$ cat config.mk
export PLATFORM = sky130hd
export DESIGN_NAME = cordic_engine_flat
export DESIGN_NICKNAME = d
export VERILOG_FILES = /design/src/rtl/cordic_engine_if.sv /design/src/rtl/cordic_engine.sv /design/src/flat_wrapper.sv
export SDC_FILE = /design/constraint.sdc
export NUM_CORES = 1
export LEC_CHECK = 0
export ABC_CLOCK_PERIOD_IN_PS = 6840
export CAP_MARGIN = 15
export CORE_AREA = 2 2 237 192
export CTS_CLUSTER_SIZE = 14
export DETAILED_ROUTE_END_ITERATION = 7
export DIE_AREA = 0 0 239 194
export PLACE_DENSITY_LB_ADDON = 0.12
export SETUP_SLACK_MARGIN = 0.5
export SLEW_MARGIN = 10
export SYNTH_ARGS = -nofsm -noshare
export SYNTH_HDL_FRONTEND = slang
export SYNTH_SLANG_ARGS = --single-unit
export TNS_END_PERCENT = 5
$ cat constraint.sdc
create_clock -name clk -period 6.84 [get_ports clk]
set_input_delay 1.368 -clock clk [delete_from_list [all_inputs] [get_ports clk]]
set_output_delay 1.368 -clock clk [all_outputs]
set_load 0.005 [all_outputs]
$ cat src/rtl/cordic_engine_if.sv
// cordic_engine_if: job request / result handshake bundle for cordic_engine.
// The master drives jobs and accepts results; the slave is the CORDIC core.
interface cordic_engine_if #(
  parameter int DATA_WIDTH = 16
);
  logic                         in_valid;
  logic                         in_ready;
  logic                         mode_in;
  logic signed [DATA_WIDTH-1:0] x_in;
  logic signed [DATA_WIDTH-1:0] y_in;
  logic signed [DATA_WIDTH-1:0] z_in;
  logic                         out_valid;
  logic                         out_ready;
  logic signed [DATA_WIDTH-1:0] x_out;
  logic signed [DATA_WIDTH-1:0] y_out;
  logic signed [DATA_WIDTH-1:0] z_out;

  modport master (
    output in_valid, mode_in, x_in, y_in, z_in, out_ready,
    input  in_ready, out_valid, x_out, y_out, z_out
  );

  modport slave (
    input  in_valid, mode_in, x_in, y_in, z_in, out_ready,
    output in_ready, out_valid, x_out, y_out, z_out
  );
endinterface

$ cat src/rtl/cordic_engine.sv
// cordic_engine: iterative rotation/vectoring CORDIC with quadrant pre-rotation.
// Optional feature macro: CORDIC_GAIN_COMP_EN adds a 1/K gain-compensation stage.
module cordic_engine #(
  parameter int DATA_WIDTH = 16,
  parameter int N_ITER     = 14,
  parameter int GUARD      = 2
) (
  input logic            clk,
  input logic            srst_n,
  cordic_engine_if.slave bus
);
  localparam int  W     = DATA_WIDTH;
  localparam int  XW    = W + 2 + GUARD;
  localparam int  ZW    = W + GUARD;
  localparam int  CW    = $clog2(N_ITER + 1);
  localparam int  LUT_N = 2 ** CW;
  localparam real PI    = 3.14159265358979323846;

  localparam logic signed [XW:0]       XHALF = (XW+1)'((2 ** GUARD) / 2);
  localparam logic [ZW-1:0]            ZHALF = ZW'((2 ** GUARD) / 2);
  localparam logic signed [XW-GUARD:0] S_MAX = (XW-GUARD+1)'(2 ** (W-1) - 1);
  localparam logic signed [XW-GUARD:0] S_MIN = (XW-GUARD+1)'(-(2 ** (W-1)));

  function automatic logic [ZW-1:0] atan_val(input int k);
    real a;
    a = $atan(2.0 ** (-k)) / (2.0 * PI) * (2.0 ** ZW);
    return ZW'(longint'(a));
  endfunction

  function automatic logic signed [W-1:0] neg_sat(input logic signed [W-1:0] v);
    if (v == {1'b1, {(W-1){1'b0}}})
      return {1'b0, {(W-1){1'b1}}};
    return -v;
  endfunction

  function automatic logic signed [W-1:0] rnd_sat(input logic signed [XW-1:0] v);
    logic signed [XW:0]       t;
    logic signed [XW-GUARD:0] s;
    t = (XW+1)'(v) + XHALF;
    s = (XW-GUARD+1)'(t >>> GUARD);
    if (s > S_MAX) return {1'b0, {(W-1){1'b1}}};
    if (s < S_MIN) return {1'b1, {(W-1){1'b0}}};
    return W'(s);
  endfunction

`ifdef CORDIC_GAIN_COMP_EN
  typedef enum logic [1:0] {S_IDLE, S_ITER, S_GAIN, S_DONE} state_t;
`else
  typedef enum logic [1:0] {S_IDLE, S_ITER, S_DONE} state_t;
`endif

  state_t                r_state;
  logic                  r_in_ready;
  logic                  r_out_valid;
  logic                  r_mode;
  logic [CW-1:0]         r_iter;
  logic signed [XW-1:0]  r_x;
  logic signed [XW-1:0]  r_y;
  logic signed [ZW-1:0]  r_z;
  logic signed [W-1:0]   r_x_out;
  logic signed [W-1:0]   r_y_out;
  logic signed [W-1:0]   r_z_out;

  // Table padded to a power of two so the counter can index it directly.
  logic [ZW-1:0] w_atan_lut [LUT_N];
  for (genvar k = 0; k < LUT_N; k++) begin : g_atan
    localparam logic [ZW-1:0] C_ATAN = (k < N_ITER) ? atan_val(k) : '0;
    assign w_atan_lut[k] = C_ATAN;
  end

  logic                 w_flip;
  logic signed [W-1:0]  w_x_pre;
  logic signed [W-1:0]  w_y_pre;
  logic [W-1:0]         w_z_pre;
  logic signed [XW-1:0] w_x_ld;
  logic signed [XW-1:0] w_y_ld;
  logic signed [ZW-1:0] w_z_ld;

  // Both pre-rotations add pi to z, which is an MSB flip in binary-angle units.
  always_comb begin
    w_flip  = bus.mode_in ? bus.x_in[W-1] : (bus.z_in[W-1] ^ bus.z_in[W-2]);
    w_x_pre = w_flip ? neg_sat(bus.x_in) : bus.x_in;
    w_y_pre = w_flip ? neg_sat(bus.y_in) : bus.y_in;
    w_z_pre = w_flip ? {~bus.z_in[W-1], bus.z_in[W-2:0]} : bus.z_in;
    w_x_ld  = XW'(w_x_pre) <<< GUARD;
    w_y_ld  = XW'(w_y_pre) <<< GUARD;
    w_z_ld  = ZW'(w_z_pre) << GUARD;
  end

  logic                 w_d_pos;
  logic [ZW-1:0]        w_atan;
  logic signed [XW-1:0] w_xs;
  logic signed [XW-1:0] w_ys;
  logic signed [XW-1:0] w_x_nx;
  logic signed [XW-1:0] w_y_nx;
  logic signed [ZW-1:0] w_z_nx;

  always_comb begin
    w_d_pos = r_mode ? r_y[XW-1] : ~r_z[ZW-1];
    w_atan  = w_atan_lut[r_iter];
    w_xs    = r_x >>> r_iter;
    w_ys    = r_y >>> r_iter;
    w_x_nx  = w_d_pos ? r_x - w_ys : r_x + w_ys;
    w_y_nx  = w_d_pos ? r_y + w_xs : r_y - w_xs;
    w_z_nx  = w_d_pos ? r_z - w_atan : r_z + w_atan;
  end

`ifdef CORDIC_GAIN_COMP_EN
  function automatic logic [ZW-1:0] kinv_val();
    real kg;
    kg = 1.0;
    for (int unsigned i = 0; i < N_ITER; i++)
      kg = kg * $sqrt(1.0 + 2.0 ** (-2 * int'(i)));
    return ZW'(longint'((2.0 ** ZW) / kg));
  endfunction

  localparam logic [ZW-1:0]        KINV  = kinv_val();
  localparam logic signed [XW+ZW:0] PHALF = (XW+ZW+1)'(2 ** (ZW-1));

  logic signed [XW+ZW:0] w_xk;
  logic signed [XW+ZW:0] w_yk;
  logic signed [XW-1:0]  w_x_g;
  logic signed [XW-1:0]  w_y_g;

  always_comb begin
    w_xk  = (XW+ZW+1)'(r_x) * (XW+ZW+1)'($signed({1'b0, KINV}));
    w_yk  = (XW+ZW+1)'(r_y) * (XW+ZW+1)'($signed({1'b0, KINV}));
    w_x_g = XW'((w_xk + PHALF) >>> ZW);
    w_y_g = XW'((w_yk + PHALF) >>> ZW);
  end
`endif

  // The counter runs one step past the last micro-rotation; that extra
  // cycle is the output stage (or hands off to the gain stage).
  always_ff @(posedge clk) begin
    if (!srst_n) begin
      r_state     <= S_IDLE;
      r_in_ready  <= 1'b1;
      r_out_valid <= 1'b0;
      r_iter      <= '0;
      r_x_out     <= '0;
      r_y_out     <= '0;
      r_z_out     <= '0;
    end else begin
      case (r_state)
        S_IDLE: begin
          if (bus.in_valid && r_in_ready) begin
            r_x        <= w_x_ld;
            r_y        <= w_y_ld;
            r_z        <= w_z_ld;
            r_mode     <= bus.mode_in;
            r_iter     <= '0;
            r_in_ready <= 1'b0;
            r_state    <= S_ITER;
          end
        end
        S_ITER: begin
          if (r_iter == CW'(N_ITER)) begin
`ifdef CORDIC_GAIN_COMP_EN
            r_state     <= S_GAIN;
`else
            r_x_out     <= rnd_sat(r_x);
            r_y_out     <= rnd_sat(r_y);
            r_z_out     <= W'((r_z + ZHALF) >> GUARD);
            r_out_valid <= 1'b1;
            r_state     <= S_DONE;
`endif
          end else begin
            r_x    <= w_x_nx;
            r_y    <= w_y_nx;
            r_z    <= w_z_nx;
            r_iter <= r_iter + 1'b1;
          end
        end
`ifdef CORDIC_GAIN_COMP_EN
        S_GAIN: begin
          r_x_out     <= rnd_sat(w_x_g);
          r_y_out     <= rnd_sat(w_y_g);
          r_z_out     <= W'((r_z + ZHALF) >> GUARD);
          r_out_valid <= 1'b1;
          r_state     <= S_DONE;
        end
`endif
        S_DONE: begin
          if (bus.out_ready) begin
            r_out_valid <= 1'b0;
            r_in_ready  <= 1'b1;
            r_state     <= S_IDLE;
          end
        end
        default: begin
          r_state     <= S_IDLE;
          r_in_ready  <= 1'b1;
          r_out_valid <= 1'b0;
        end
      endcase
    end
  end

  assign bus.in_ready  = r_in_ready;
  assign bus.out_valid = r_out_valid;
  assign bus.x_out     = r_x_out;
  assign bus.y_out     = r_y_out;
  assign bus.z_out     = r_z_out;
endmodule

$ cat src/flat_wrapper.sv
// flat-port wrapper written by rule: the top's interface ports become plain ports
module cordic_engine_flat 
#(
  parameter int DATA_WIDTH = 16,
  parameter int N_ITER     = 14,
  parameter int GUARD      = 2
)
  (clk, srst_n, bus_in_valid, bus_mode_in, bus_x_in, bus_y_in, bus_z_in, bus_out_ready, bus_in_ready, bus_out_valid, bus_x_out, bus_y_out, bus_z_out);
  cordic_engine_if #(.DATA_WIDTH(DATA_WIDTH)) bus_i ();
  input logic clk;
  input logic srst_n;
  input wire logic [$bits(bus_i.in_valid)-1:0] bus_in_valid;
  input wire logic [$bits(bus_i.mode_in)-1:0] bus_mode_in;
  input wire logic [$bits(bus_i.x_in)-1:0] bus_x_in;
  input wire logic [$bits(bus_i.y_in)-1:0] bus_y_in;
  input wire logic [$bits(bus_i.z_in)-1:0] bus_z_in;
  input wire logic [$bits(bus_i.out_ready)-1:0] bus_out_ready;
  output wire logic [$bits(bus_i.in_ready)-1:0] bus_in_ready;
  output wire logic [$bits(bus_i.out_valid)-1:0] bus_out_valid;
  output wire logic [$bits(bus_i.x_out)-1:0] bus_x_out;
  output wire logic [$bits(bus_i.y_out)-1:0] bus_y_out;
  output wire logic [$bits(bus_i.z_out)-1:0] bus_z_out;
  assign bus_i.in_valid = bus_in_valid;
  assign bus_i.mode_in = bus_mode_in;
  assign bus_i.x_in = bus_x_in;
  assign bus_i.y_in = bus_y_in;
  assign bus_i.z_in = bus_z_in;
  assign bus_i.out_ready = bus_out_ready;
  assign bus_in_ready = bus_i.in_ready;
  assign bus_out_valid = bus_i.out_valid;
  assign bus_x_out = bus_i.x_out;
  assign bus_y_out = bus_i.y_out;
  assign bus_z_out = bus_i.z_out;
  cordic_engine #(.DATA_WIDTH(DATA_WIDTH), .N_ITER(N_ITER), .GUARD(GUARD)) u_core (.clk(clk), .srst_n(srst_n), .bus(bus_i));
endmodule
* Word-level counts from Yosys, hierarchy flattened
Memory sizes are Yosys's and may differ from the RTL's. Index checks and enable logic that the tools add are counted. Widths: inputs -> output; s select.
Operators by class: add/subtract/negate cells 12, magnitude comparators 5, multiplexer cells 64, shift operators 2, equality and inequality tests 9, reduce and logical (&&, ||, !) cells 10, bitwise gates (word level) 6
Operators with widths (count):
- $mux 16 | 15
- $mux 20 | 6
- $mux 18 | 5
- $pmux 20 s2 | 2
- $add 20x3->21 const B | 2
- $add 20x20->20 | 2
- $sshr 20x4->20 | 2
- $sub 20x20->20 | 2
- $gt 19x16->1 const B | 2
- $lt 19x16->1 const B | 2
- $pmux 18 s2 | 1
- $eq 16x16->1 const B | 2
- $neg 16->16 | 2
- $mux 1 | 26
- $add 18x18->18 | 1
- $add 18x2->18 const B | 1
- $sub 18x18->18 | 1
- $reduce_and 3->1 | 5
- $mux 4 | 2
- $pmux 4 s2 | 1
- $mux 2 | 3
- $pmux 1 s3 | 2
- $pmux 2 s3 | 1
- $ge 5x5->1 const B | 1
- other kinds (14) | 19
Storage, ports and cells: ROM bits 288, memories 1, output and inout bits 50, word-level logic and storage cells 120, register bits 115, input port bits 53
Memory list:
- (no name shown) | depth 16, bits a word 18, rd ports 1, clocked after memory_dff 0, write ports 0, line cordic_engine.sv:100 | w_atan = w_atan_lut[r_iter];

* Longest topological paths before layout
Gate-level depths: netlist (run 1).
depth after elaboration 12, depth in mapped cells 28, gate-level depth less buffers 23

* Least setup slack after synthesis (run 1)
OpenSTA, ideal clock, no wires.
kind register -> register, from register u_core.r_iter[3], to register u_core.r_y[19], data pin, clock period less this slack 5.208 ns, required time 6.698 ns, path buffers 7, cell stages (with the launch flop) 28, arrival 5.067 ns, setup slack 1.632 ns, library setup time 0.142 ns, path through dfxtp_1 > buf_4 > buf_4 > buf_6 > clkbuf_1 > buf_4 > clkbuf_1 > buf_1 > nand2_1 > o21ai_0 > ha_1 > nand3_1 > or2_1 > o21ai_1 > xor2_1 > nor2_1 > a21oi_1 > ha_1 > a21oi_1 > nand3b_1 > o21ai_0 > a31oi_1 > and4_1 > a2111oi_0 > o21bai_1 > a21oi_1 > xor3_1 > o21ai_2
On the way: word-level cells in the longest chain between the ends 5, elaborated cells between the ends (all ways) 6, those cells by class 2 x add/sub; 1 x shift; 3 x mux
RTL lines:
- start: declaration | line cordic_engine.sv:56 | logic [CW-1:0] r_iter;
- start signal: assignment | line cordic_engine.sv:172 | r_iter <= r_iter + 1'b1;
- $sshr 20x4->20 (*) | line cordic_engine.sv:101 | w_xs = r_x >>> r_iter;
- $sub 20x20->20 or $add 20x20->20 (tied branches) | line cordic_engine.sv:104 | w_y_nx = w_d_pos ? r_y + w_xs : r_y - w_xs;
- $mux 20 (*) | line cordic_engine.sv:104
- $mux 20 (*) | line cordic_engine.sv:158 | if (r_iter == CW'(N_ITER)) begin
- $pmux 20 s2 (*) | line cordic_engine.sv:145 | case (r_state)
- end signal: assignment | line cordic_engine.sv:149 | r_y <= w_y_ld;
- end signal: assignment | line cordic_engine.sv:170 | r_y <= w_y_nx;
- end: declaration | line cordic_engine.sv:58 | logic signed [XW-1:0] r_y;
Every way passes the cells marked *; elsewhere a longest branch is shown, timed or not. The select of a mux whose other input is x is not followed. A chain may end at the register's enable or synchronous reset.

* Worst setup path in the final report (run 1)
from register u_core.r_iter[1], to register u_core.r_z[17], data pin
On the way: word-level cells in the longest chain between the ends 8, elaborated cells between the ends (all ways) 9, those cells by class 2 x add/sub; 5 x mux; 1 x bitwise; 1 x memory
RTL lines:
- $not 4->5 (not written as such) (*) | line cordic_engine.sv:100
- $mem_v2 16x18 (*)
- $mux 18 (not written as such) (*) (2 in a row) | line cordic_engine.sv:100
- $add 18x18->18 or $sub 18x18->18 (tied branches) | line cordic_engine.sv:105 | w_z_nx = w_d_pos ? r_z - w_atan : r_z + w_atan;
- $mux 18 (*) | line cordic_engine.sv:105
- $mux 18 (*) | line cordic_engine.sv:158
- $pmux 18 s2 (*) | line cordic_engine.sv:145
- end signal: assignment | line cordic_engine.sv:150 | r_z <= w_z_ld;
- end signal: assignment | line cordic_engine.sv:171 | r_z <= w_z_nx;
- end: declaration | line cordic_engine.sv:59 | logic signed [ZW-1:0] r_z;
Marked as above.

==> flow_summary.json, run 1 <==
{
  "firstDrtPassIters": 5,
  "fin_nets": 1655,
  "seq_area_mm2": 0.00290,
  "die_w_um": 239,
  "antenna_found_initial": 1,
  "dieArea_mm2": 0.0464,
  "io_buffers": 102,
  "drt_iter0_drc": 1014,
  "slowest_delay_ns": 0.55,
  "grt_pass1_wl_um": 63400,
  "grt_overflow_total": 0,
  "clock_latency_ns": 0.46,
  "path_buf_inv": 3,
  "multi_input_area_mm2": 0.00870,
  "clock_path_buffers": 2,
  "fin_cells": 2107,
  "area_delta_synth_final_pct": 17.2,
  "cpLargestDelayFamily": "compound AO/OA/AOI/OAI gates",
  "die_h_um": 194,
  "rsz0062_at_grt": "true",
  "power_leakage_nw": 5.20,
  "yosysTopAreaCell": "edfxtp_1",
  "cpMaxStageDelayCell": "dfxtp_4",
  "initial_core_util": 0.276,
  "cts_tree": "built",
  "powerDensity_mw_per_mm2": 225,
  "skew_ns": 0.0146,
  "synth_top_area_frac": 0.146,
  "async_reset_ff_frac": 0,
  "place_ws_ns": 0.873,
  "synth_area_leaders": "edfxtp_1, dfxtp_1, ha_1, xnor2_1, mux4_2",
  "netlist_instances": 1464,
  "drive_above_1_share": 0.0923,
  "start_kind": "register",
  "drv_cap": 0,
  "syn_nets": 1593,
  "critPathMaxFanout": 32,
  "grt_max_degree": 75,
  "synth_area_mm2": 0.0122,
  "h-tree-depth": 4,
  "grt_usage": 0.179,
  "critPathArrivalTime_ns": 6.03,
  "min_period_ns": 5.84,
  "synth_edf_count": 59,
  "max-vdd-ir-drop_uv": 189,
  "synth_cell_type_count": 77,
  "critical_path_class": "reg2reg",
  "synth_warnings": 0,
  "end_kind": "register",
  "gp_congestion": 0.877,
  "crit_chain": "buf_4 > clkinv_1 > ha_1 > mux2i_1 > nor2_1 > a31oi_1 > nand3_1 > or3_1 > and2_1 > xnor2_1 > ha_1 > a21o_1 > a21o_1 > a21oi_1 > inv_1 > or3_1 > a31oi_1 > o21ai_0 > a211oi_1 > mux2i_1 > nor3_1",
  "slew_violations": 0,
  "post_drt_wl_per_cell_um": 19.8,
  "fin_ws_ns": 1.00,
  "final_common_cell": "nor2_1",
  "grt_pass1_vias": 10300,
  "hold_viol": 0,
  "fin_crit_sh": 0.853,
  "drc_errors": 0,
  "fin_util": 0.324,
  "n_fill_cell": 4714,
  "status": "complete, no violations",
  "tightest_slew_ns": 1.16,
  "vias_per_cell": 5.33,
  "antenna_cells": 0,
  "setup_viol": 0,
  "rows": 69,
  "relSlewSlack": 0.224,
  "synth_seq_cells": 115,
  "clk_pin_slew_ns": 0.07,
  "yosysSeqAreaShare": 0.238,
  "place_inst": 2075,
  "fin_tns_setup_ns": 0,
  "syn_area_per_cell_um2": 8.31,
  "vias": 11200,
  "io_pins": 103,
  "synth_ff_type": "edfxtp_1",
  "root_buffer": "clkbuf_16",
  "drt-total-wl_um": 41700,
  "cts_inserted_buffers": 17,
  "cts.sinks": 115,
  "fp.coreArea_mm2": 0.0440,
  "fmax_mhz": 171,
  "crit_required_ns": 7.03,
  "ant_nets": 0,
  "worstHoldPathType": "reg2reg",
  "mostFrequentLayoutCells": "nor2_1, nand2_1, o21ai_0",
  "dp_hpwl_um": 32000
}
[metrics by stage]
stage	hold WS, ns	instance area, µm²	power, W
after floorplan	0.448	12200	0.00194
after global placement	0.443	13700	0.00234
after global routing	0.490	14300	0.00344
after CTS	0.456	14300	0.00323
after detailed placement	0.448	13700	0.00233
final	0.453	14300	0.00321
[registers in the layout, summed over array words and instances (netlist names)]
| name | cells |
|---|---|
| u_core.bus.z_out | 16 |
| u_core.bus.y_out | 16 |
| u_core.r_y | 20 |
| u_core.r_x | 20 |
| u_core.bus.x_out | 16 |
| u_core.r_iter | 4 |
| u_core.r_z | 18 |
| u_core.bus.in_ready | 1 |
| u_core.r_mode | 1 |
| u_core.bus.out_valid | 1 |
| u_core.r_state | 2 |
[layer usage]
metal	track usage	share of wire	vias to the layer above
met5	0	0	-
met4	0.0447	0.016	0
met3	0.0369	0.058	40
met2	0.252	0.40	323
met1	0.274	0.52	5361
li1	-	-	5499
[kinds of logic after synthesis]
logic type | count (synthesis) | share of synthesized area
AO/OA/AOI/OAI | 412 | 0.211
XOR/XNOR | 164 | 0.119
adder cells (fa/ha/maj) | 76 | 0.0800
buffers and inverters | 128 | 0.0501
flip-flops | 115 | 0.238
multiplexers | 96 | 0.121
AND/OR/NAND/NOR | 473 | 0.181
[timing repair]
action	4_1_cts	5_1_grt
setup endpoints to repair	0	6
buffers inserted	0	0
hold buffers	0	0
endpoints found under the hold margin	0	0
resized for setup	0	2
[worst paths after layout]
kind | start | to | slack, ns | cells after the start
setup / recovery | u_core.r_iter[1] | u_core.r_z[17] | 1.00 | 21
hold reg to reg | u_core.bus.y_out[0] | u_core.bus.y_out[0] | 0.45 | 2
hold / removal | u_core.bus.y_out[0] | u_core.bus.y_out[0] | 0.45 | 2
setup reg to reg | u_core.r_iter[1] | u_core.r_z[17] | 1.00 | 21
[synthesized netlist by cell type, drive strengths merged, types with 22 or more instances]
| library cell | number |
|---|---|
| clkbuf | 55 |
| a21oi | 89 |
| a211oi | 23 |
| o21ai | 137 |
| nand2 | 141 |
| a21o | 22 |
| mux4 | 37 |
| nor2 | 149 |
| xor2 | 80 |
| dfxtp | 56 |
| xnor2 | 83 |
| edfxtp | 59 |
| buf | 33 |
| inv | 39 |
| ha | 73 |
| nor3 | 28 |
| nand3 | 38 |
| mux2i | 41 |
[where the power goes]
group / total [W] / internal [W] / switching, W / leakage, nW
Combinational: 0.00142 / 0.000623 / 0.000802 / 3.91
Clock: 0.000874 / 0.000496 / 0.000377 / 0.282
Sequential: 0.000911 / 0.000792 / 0.000119 / 1.01
Total: 0.00321 / 0.00191 / 0.00130 / 5.20
[area by class of cell]
type,count,area share
flip-flops and latches,115,0.203
clock buffers,19,0.0325
multi-input cells,1221,0.610
inverters,40,0.0105
clock inverters,13,0.00675
repair buffers,131,0.0871
well taps,568,0.0498
[worst reg2reg max path: cells and delay by family, from the launching register on]
kind,cells,cell delay [ns]
AO/OA/AOI/OAI,7,1.62
AND/OR/NAND/NOR,6,1.23
buffers and inverters,3,0.97
XOR/XNOR,1,0.14
flip-flops,1,0.55
multiplexers,2,0.38
adder cells (fa/ha/maj),2,0.69
No activity file was read; power rests on OpenSTA's default activity.
==> inputs of run 2 (changes only) <==
--- a/config.mk
+++ b/config.mk
@@ -8,6 +8,7 @@
 export ABC_CLOCK_PERIOD_IN_PS = 6840
 export CAP_MARGIN = 15
 export CORE_AREA = 2 2 237 192
+export CTS_CLUSTER_DIAMETER = 50
 export CTS_CLUSTER_SIZE = 14
 export DETAILED_ROUTE_END_ITERATION = 7
 export DIE_AREA = 0 0 239 194
==> results of run 2 <==
No change in the layout: final DEF, timing and power equal those of run 1.
==> inputs of run 3 (changes only) <==
--- a/config.mk
+++ b/config.mk
@@ -5,13 +5,14 @@
 export SDC_FILE = /design/constraint.sdc
 export NUM_CORES = 1
 export LEC_CHECK = 0
+export ABC_AREA = 1
 export ABC_CLOCK_PERIOD_IN_PS = 6840
 export CAP_MARGIN = 15
-export CORE_AREA = 2 2 237 192
+export CORE_AREA = 2 2 241 195
 export CTS_CLUSTER_DIAMETER = 50
 export CTS_CLUSTER_SIZE = 14
 export DETAILED_ROUTE_END_ITERATION = 7
-export DIE_AREA = 0 0 239 194
+export DIE_AREA = 0 0 243 197
 export PLACE_DENSITY_LB_ADDON = 0.12
 export SETUP_SLACK_MARGIN = 0.5
 export SLEW_MARGIN = 10
==> flow_summary.json, run 3 <==
{
  "vias_per_cell": 4.96,
  "dieArea_mm2": 0.0479,
  "drive_above_1_share": 0.0579,
  "status": "complete, no violations",
  "initial_core_util": 0.278,
  "clock_path_buffers": 2,
  "place_ws_ns": 2.18,
  "clockPowerShare": 0.212,
  "synth_commonest_cells": "nand2_1, nand3_1, nor2_1",
  "clk_pin_slew_ns": 0.06,
  "reg2reg_from": "u_core.r_iter[0]",
  "p_int_w": 0.00205,
  "rsz0062_at_grt": "false",
  "drc_errors": 0,
  "crit_required_ns": 7.04,
  "mostFrequentLayoutCells": "nand2_1, nand3_1, nor2_1",
  "syn_nets": 2106,
  "cts_resized": 0,
  "synth_warnings": 0,
  "relSlewSlack": 0.379,
  "drt_iter0_drc": 1005,
  "grt_pass1_wl_um": 73000,
  "worstHoldPathType": "reg2reg",
  "hold_end": "u_core.bus.y_out[15]",
  "setup_viol": 0,
  "holdPathStages": 2,
  "vias": 13200,
  "skew_ns": 0.0117,
  "cts_tree": "built",
  "synth_edf_count": 59,
  "critPathArrivalTime_ns": 4.98,
  "power_leakage_nw": 6.62,
  "synth_cell_type_count": 61,
  "end_kind": "register",
  "powerDensity_mw_per_mm2": 277,
  "fin_util": 0.324,
  "synth_top_area_frac": 0.145,
  "rr_worst_depth": 16,
  "synth_seq_cells": 115,
  "yosysTopAreaCell": "nand2_1",
  "h-tree-depth": 4,
  "root_buffer": "clkbuf_16",
  "antenna_cells": 0,
  "ant_nets": 0,
  "fin_tns_setup_ns": 0,
  "final_common_cell": "nand2_1",
  "place_inst": 2636,
  "clock_latency_ns": 0.47,
  "hold_viol": 0,
  "io_buffers": 102,
  "drt-total-wl_um": 47000,
  "min_from": "u_core.bus.y_out[15]",
  "cp-startpoint": "u_core.r_iter[0]",
  "largestRegisters": "u_core.r_x: 20 flops, u_core.r_y: 20 flops, u_core.r_z: 18 flops",
  "critical_path_class": "reg2reg",
  "rows": 70,
  "post_drt_wl_per_cell_um": 17.6,
  "grt_max_degree": 68,
  "start_kind": "register",
  "seqPwrFrac": 0.224,
  "fin_cells": 2668,
  "grt_usage": 0.198,
  "reg2reg_slack_ns": 2.06,
  "async_reset_ff_frac": 0,
  "netlist_instances": 1977,
  "die_h_um": 197,
  "die_w_um": 243,
  "yosysSeqAreaShare": 0.229,
  "fin_ws_ns": 2.06,
  "timing.rr.end": "u_core.r_z[17]",
  "critPathMaxFanout": 47,
  "area_delta_synth_final_pct": 16.4,
  "syn_area_per_cell_um2": 6.38,
  "dp_hpwl_um": 36500,
  "post_cts_buffers": 0,
  "synth_area_leaders": "nand2_1, edfxtp_1, nand3_1, dfxtp_1, ha_1",
  "yosysMostFrequentCell": "nand2_1",
  "combPwrFrac": 0.564,
  "fin_crit_sh": 0.699,
  "min_period_ns": 4.78,
  "cts.sinks": 115,
  "fp.coreArea_mm2": 0.0454,
  "switching_share": 0.495,
  "grt_pass1_vias": 12400,
  "slew_violations": 0,
  "tightest_slew_ns": 0.931,
  "max-vdd-ir-drop_uv": 201,
  "fin_nets": 2172,
  "firstDrtPassIters": 5,
  "fmax_mhz": 209,
  "synth_ff_type": "edfxtp_1",
  "p_switching_w": 0.00202,
  "antenna_found_initial": 0,
  "cts_inserted_buffers": 17,
  "cts_hold_buffers": 0,
  "grt_overflow_total": 0,
  "io_pins": 103,
  "drv_cap": 0,
  "gp_congestion": 0.914,
  "synth_area_mm2": 0.0126
}
## run 3: per-layer routing
| metal | vias up | wire length [µm] | GRT usage |
|---|---|---|---|
| li1 | 6721 | - | - |
| met1 | 6134 | 25100 | 0.303 |
| met2 | 331 | 18400 | 0.275 |
| met3 | 34 | 3090 | 0.0460 |
| met4 | 0 | 489 | 0.0418 |
| met5 | - | 0 | 0 |
## run 3: cell families (layout without fill, tap and decap cells)
family / Yosys count / in the layout / share of synthesized area
fa+ha+maj: 76 / 76 / 0.0771
buf+inv: 267 / 346 / 0.0886
xor+xnor: 124 / 124 / 0.0861
flops: 115 / 115 / 0.229
simple gates: 1054 / 1054 / 0.368
compound gates: 341 / 341 / 0.151
## run 3: how the worst max path moves through the flow
stage / slack (ns) / end / depth (start not counted)
floorplan: 2.19 / u_core.r_x[0] / 3
global placement: 2.00 / u_core.r_z[17] / 16
detailed placement: 2.18 / u_core.r_z[17] / 16
CTS: 2.12 / u_core.r_z[17] / 16
global route: 1.51 / u_core.r_z[17] / 16
finish: 2.06 / u_core.r_z[17] / 16
## run 3: layout make-up
class	instances	area, µm²
multi-input cells	1595	8630
inverters	198	746
repair buffers	116	1130
well taps	612	766
clock buffers	18	429
clock inverters	14	101
fillers	5091	30700
flip-flops and latches	115	2890
## run 3: critical path: stages, from the launching register on
cell and delay (ns):
dfxtp_1 0.32, inv_2 0.57, ha_1 0.39, o21ai_0 0.44, o21ai_0 0.23, o21ai_0 0.20
nand3_1 0.20, o21ai_1 0.25, xor2_1 0.20, inv_1 0.08, ha_1 0.31, inv_1 0.10
nor3_1 0.35, nand2_1 0.08, o311ai_0 0.45, a21boi_1 0.24, o22ai_1 0.10
## run 3: through the flow
stage	hold WS, ns	power, W	cell area (µm²)
floorplan	0.462	0.00255	12600
global placement	0.470	0.00321	14200
detailed placement	0.469	0.00318	14200
CTS	0.480	0.00406	14700
global route	0.505	0.00443	14700
finish	0.482	0.00407	14700
## run 3: power groups by stage
stage / Clock, W / Combinational [W] / Sequential (W)
final: 0.000865 / 0.00229 / 0.000912
after global routing: 0.000919 / 0.00259 / 0.000915
after CTS: 0.000888 / 0.00227 / 0.000908
after detailed placement: 0 / 0.00225 / 0.000923
after global placement: 0 / 0.00228 / 0.000924
after floorplan: 0 / 0.00169 / 0.000861
